===== src/rtl/chip8_timers_pkg.sv =====
// Shared definitions for the CHIP-8 delay/sound timer block.
package chip8_timers_pkg;

  localparam logic TIMER_SEL_DELAY = 1'b0;
  localparam logic TIMER_SEL_SOUND = 1'b1;
  localparam int   TIMER_W         = 8;

  typedef enum logic {
    TONE_IDLE = 1'b0,
    TONE_RUN  = 1'b1
  } tone_state_e;

endpackage


===== src/rtl/chip8_timers_tone_gen.sv =====
// Square-wave tone generator: toggles every HALF cycles while enabled,
// always restarting low with the phase at zero.
module tone_gen
  import chip8_timers_pkg::*;
#(
  parameter int HALF = 5
) (
  input  logic clk,
  input  logic rst,
  input  logic en,
  output logic tone
);

  localparam int unsigned PW = (HALF > 1) ? $clog2(HALF) : 1;
  localparam logic [PW-1:0] PHASE_LAST = PW'(HALF - 1);

  tone_state_e   state_q, state_d;
  logic [PW-1:0] phase_cnt, phase_d;
  logic          beep_q, beep_d;

  always_ff @(posedge clk or posedge rst) begin
    if (rst) begin
      state_q   <= TONE_IDLE;
      phase_cnt <= '0;
      beep_q    <= 1'b0;
    end else begin
      state_q   <= state_d;
      phase_cnt <= phase_d;
      beep_q    <= beep_d;
    end
  end

  always_comb begin
    state_d = state_q;
    phase_d = phase_cnt;
    beep_d  = beep_q;
    unique case (state_q)
      TONE_IDLE: begin
        phase_d = '0;
        beep_d  = 1'b0;
        if (en) state_d = TONE_RUN;
      end
      TONE_RUN: begin
        if (!en) begin
          state_d = TONE_IDLE;
          phase_d = '0;
          beep_d  = 1'b0;
        end else if (phase_cnt == PHASE_LAST) begin
          phase_d = '0;
          beep_d  = ~beep_q;
        end else begin
          phase_d = phase_cnt + PW'(1);
        end
      end
      default: state_d = TONE_IDLE;
    endcase
  end

  assign tone = beep_q;

endmodule


===== src/rtl/chip8_timers.sv =====
// CHIP-8 delay and sound timers: CPU-loadable, 60 Hz countdown with
// saturation at zero, and a tone output while the sound timer runs.
module chip8_timers
  import chip8_timers_pkg::*;
#(
  parameter int CLK_HZ  = 12000000,
  parameter int TONE_HZ = 440
) (
  input  logic               clk,
  input  logic               rst,
  input  logic               timer_60hz_tick,
  input  logic               wr_en,
  input  logic               wr_sel,
  input  logic [TIMER_W-1:0] wr_data,
  output logic [TIMER_W-1:0] dt_value,
  output logic               st_active,
  output logic               beep
);

  localparam int HALF = CLK_HZ / (2 * TONE_HZ);

  logic [TIMER_W-1:0] dt, st;
  logic               wr_dt, wr_st;

  assign wr_dt = wr_en && (wr_sel == TIMER_SEL_DELAY);
  assign wr_st = wr_en && (wr_sel == TIMER_SEL_SOUND);

  // A write beats a same-cycle tick for the selected register only.
  always_ff @(posedge clk or posedge rst) begin
    if (rst) begin
      dt <= '0;
      st <= '0;
    end else begin
      if (wr_dt)
        dt <= wr_data;
      else if (timer_60hz_tick && dt != '0)
        dt <= dt - TIMER_W'(1);

      if (wr_st)
        st <= wr_data;
      else if (timer_60hz_tick && st != '0)
        st <= st - TIMER_W'(1);
    end
  end

  assign dt_value  = dt;
  assign st_active = (st != '0);

  tone_gen #(
    .HALF (HALF)
  ) u_tone_gen (
    .clk  (clk),
    .rst  (rst),
    .en   (st_active),
    .tone (beep)
  );

endmodule


===== config.mk =====
export PLATFORM = sky130hd
export DESIGN_NAME = chip8_timers
export DESIGN_NICKNAME = d
export VERILOG_FILES = /design/src/rtl/chip8_timers_pkg.sv /design/src/rtl/chip8_timers_tone_gen.sv /design/src/rtl/chip8_timers.sv
export SDC_FILE = /design/constraint.sdc
export NUM_CORES = 1
export LEC_CHECK = 0
export BUFFER_PORTS_ARGS = -buffer_cell sky130_fd_sc_hd__clkbuf_2
export CAP_MARGIN = 20
export CORE_UTILIZATION = 55
export CTS_CLUSTER_DIAMETER = 100
export DETAILED_ROUTE_END_ITERATION = 7
export HOLD_SLACK_MARGIN = 0.05
export PLACE_DENSITY_LB_ADDON = 0.25
export SLEW_MARGIN = 40
export SYNTH_ARGS = -nofsm -noshare
export SYNTH_HDL_FRONTEND = slang
export SYNTH_SLANG_ARGS = --single-unit

===== constraint.sdc =====
create_clock -name clk -period 4.5 [get_ports clk]
set_input_delay 0.9 -clock clk [delete_from_list [all_inputs] [get_ports clk]]
set_output_delay 0.9 -clock clk [all_outputs]
set_load 0.02 [all_outputs]

==> metrics.md <==
| Metric | Value |
|---|---|
| CTS tree | `done` |
| Core ar. | `0.003053 mm^2` |
| CTS H-tree depth | `2` |
| Fin crit share | `63.26%` |
| Post-CTS Resized | `0` |
| Vias/cell | `between 5 and 6` |
| Sequential fraction of the synthesis area | `45.07%` |
| Initial Util | `58.20%` |
| Die area | `around 0.0035 mm^2` |
| Syn Area/Cell | `9.065 um^2` |
| Max_slew headroom | `slightly below 60%` |
| Worst vdd ir | `0.2363 mV` |
| Filler cell count | `268` |
| Switch Pwr | `around 290 uW` |
| Footprint of the multi-input gates | `889.6 um^2` |
| Leakage | `between 0.0009 and 0.001 uW` |
| GRT busiest layer | `met2` |
| Total CTS buffers | `5` |
| Die width | `58.84 um` |
| Setup-failing EPs final | `0` |
| Worst-Margin Slew | `between 0.6 and 0.7 ns` |
| DRC viols | `0` |
| Final Max Tran Viols | `0` |
| WP data required | `around 3.6 ns` |
| Sw Share | `33.30%` |
| DR iter-0 viols | `108` |
| Worst reg2reg path depth | `6` |
| Post-route minimum period | `2.847 ns` |
| Status | `finished clean` |
| Post-DP HPWL | `2.594 mm` |
| I/O pin count | `23` |
| Sequential Area | `about 800 um^2` |
| Critical path depth | `5` |
| Total GRT Usage | `24.78%` |
| Combinational share of power | `22.9%` |
| Num rows | `20` |
| Pwr/cell area | `between 400 and 500 mW/mm^2` |
| Clock Sinks | `32` |
| Max_cap viols | `0` |
| Pre-CTS setup slack | `2.073 ns` |
| Crit-path slowest cell | `nor3b_1` |
| Crit. End Element | `output pin` |
| Area delta synth->final | `12.32%` |
| Reg-to-Reg Start | `st[0]` |
| Drt first pass iters | `4` |
| Root buf cell | `clkbuf_4` |
| Setup bufs post-CTS | `0` |
| Hold Path Class | `reg -> reg` |
| Clock Power Share | `28.5%` |
| Post-DRT Antenna Nets | `0` |
| GRT Residual Overflow | `0` |
| Critical path class | `reg -> out` |
| Int Power | `578.5 uW` |
| Antenna violations before repair | `0` |
| Critical path launch point type | `register` |
| Number of synthesized register bits | `32` |
| Worst path max stage delay | `0.54 ns` |
| Clock latency on the worst-skew pair | `0.33 ns` |
| Post-DR wirelength/cell | `14.05 um` |
| Die Y | `58.84 um` |
| Crit Path Max Fanout | `10` |
| Final nets | `~230` |
| Clock Tree Buf Depth | `2` |
| Largest net degree at the start of global routing | `33` |
| Ys Warns | `0` |
| Fmax | `351.3 MHz` |
| Sequential Power Share | `between 40% and 50%` |
| Met1 usage | `30.73%` |
| Synth Instances | `196` |
| Placement Cell Area | `0.001901 mm^2` |
| Critical path, cell by cell | `inv_1 -> ha_1 -> nor3b_1 -> nand2b_4 -> clkbuf_2` |
| Clock-pin slew on the worst setup and hold paths | `about 0.1 ns` |
| CP Data Arrival Time | `roughly 2.0 ns` |
| Met3 Use GR | `6.593%` |
| Yosys cell types | `35` |
| Vias post-DR | `between 1000 and 1500` |
| CP startpoint | `st[0]` |
| Setup tns final | `0 ns` |
| Placer Congestion | `0.8673` |
| Fin worst setup slack | `~1.7 ns` |
| Syn_nets | `213` |
| Routed WL | `3.681 mm` |
| # hold bufs at CTS | `0` |
| Final hold violations | `0` |
| Met2 usage in global routing | `between 40% and 50%` |
| # diodes | `0` |
| Hold_sp | `u_tone_gen.phase_cnt[0]` |
| RSZ-0062 raised after global routing | `false` |
| Delay-heaviest family, CP | `simple AND/OR/NAND/NOR gates` |
| Finished Cell Area | `about 0.0020 mm^2` |
| Hold depth | `1` |
| CP bufs+invs | `2` |
| Global-route wire length before repair | `6.341 mm` |
| Vias in the first global route | `1443` |
| Syn Std Cell Area | `0.001777 mm^2` |
| Share of cells above drive strength 1 | `17.89%` |
| PortBufs | `22` |
| Worst Skew | `around 0.0054 ns` |
## power groups by stage
stage | Sequential [uW] | Clock [uW] | Combinational, uW
floorplan | 423 | 0 | 139
global placement | 419 | 0 | 189
detailed placement | 425 | 0 | 199
CTS | 420 | 255 | 200
global route | 431 | 262 | 225
finish | 422 | 247 | 198
## registers in the layout (all words and copies together), names as in the netlist
register,count
u_tone_gen.phase_cnt,14
dt_value,8
u_tone_gen.state_q,1
u_tone_gen.tone,1
st,8
## metrics by stage
stage | hold WS (ns) | util, % | instances | total power, uW
finish | 0.4586 | 65.37 | 262 | 867.3
global route | 0.4768 | 65.37 | 262 | 918.1
CTS | 0.4603 | 65.37 | 262 | 875.2
detailed placement | 0.4461 | 62.25 | 254 | 623.3
global placement | 0.4364 | 62.25 | 254 | 608.1
floorplan | 0.4233 | - | 196 | 561.7
## layout by cell type, fill, tap and decap left out, types with 2 or more instances in the layout
| cell type | n |
|---|---|
| inv_1 | 10 |
| nand3_1 | 9 |
| clkbuf_4 | 5 |
| and2_1 | 4 |
| xor2_1 | 11 |
| nor2_1 | 32 |
| clkbuf_8 | 2 |
| clkbuf_2 | 22 |
| and4_1 | 2 |
| nor4b_1 | 2 |
| nor3_1 | 5 |
| a21o_1 | 2 |
| nand2_1 | 15 |
| nand4_1 | 7 |
| dfrtp_1 | 32 |
| o21ai_0 | 4 |
| nor3b_1 | 2 |
| ha_1 | 4 |
| a21oi_1 | 11 |
| and3_1 | 3 |
| a31oi_1 | 5 |
| mux2i_1 | 6 |
| or3b_2 | 2 |
| nor4_1 | 5 |
| nor2b_1 | 2 |
| xnor2_1 | 3 |
## path summary, 6_finish.rpt
| kind | end | slack (ns) |
|---|---|---|
| setup / recovery | st_active | 1.65 |
| hold / removal | u_tone_gen.phase_cnt[0] | 0.46 |
| setup reg to reg | u_tone_gen.phase_cnt[4] | 2.60 |
| hold reg to reg | u_tone_gen.phase_cnt[0] | 0.46 |
| max in group asynchronous | dt_value[5] | 3.61 |
| min in group asynchronous | dt_value[4] | 0.60 |
## Yosys cell counts
library cell	n	share of area, %
dfrtp_1	32	45
nor2_1	32	6.8
nand2_1	15	3.2
a21oi_1	11	3.1
xor2_1	11	5.4
inv_1	10	2.1
nand3_1	9	2.5
nand4_1	7	2.5
clkbuf_1	6	1.3
mux2i_1	6	3.4
a31oi_1	5	1.8
nor3_1	5	1.4
nor4_1	5	1.8
and2_1	4	1.4
ha_1	4	2.8
o21ai_0	4	1.1
and3_1	3	1.1
xnor2_1	3	1.5
a21o_1	2	0.84
and4_1	2	0.99
buf_4	2	0.84
nor2b_1	2	0.70
nor3b_1	2	0.84
nor4b_1	2	0.99
or3b_2	2	0.99
and3_4	1	0.63
buf_6	1	0.63
nand2b_1	1	0.35
nand2b_4	1	0.77
nand3_2	1	0.56
o31ai_1	1	0.42
o31ai_2	1	0.70
or4_1	1	0.42
or4_4	1	0.63
or4b_2	1	0.56
## cell type report
cell class	count	share of cell area, %
timing repair buffer	23	5.893
multi-input combinational	145	44.58
clock buffer	7	3.260
clock inverter	1	1.505
tap	44	2.759
inverter	10	1.881
sequential	32	40.13
## logic make-up after synthesis
group / synth area share [%]
compound gates: 7.957
xor+xnor: 6.902
fa+ha+maj: 2.817
buf+inv: 4.859
flops: 45.07
mux: 3.380
simple gates: 29.01
## metal layers
metal  part of all wire, %  wire length, um
met3                   4.0              149
met4                   2.4               89
met1                    43             1577
met5                     0                0
met2                    51             1865
(Power assumes the default switching activity.)
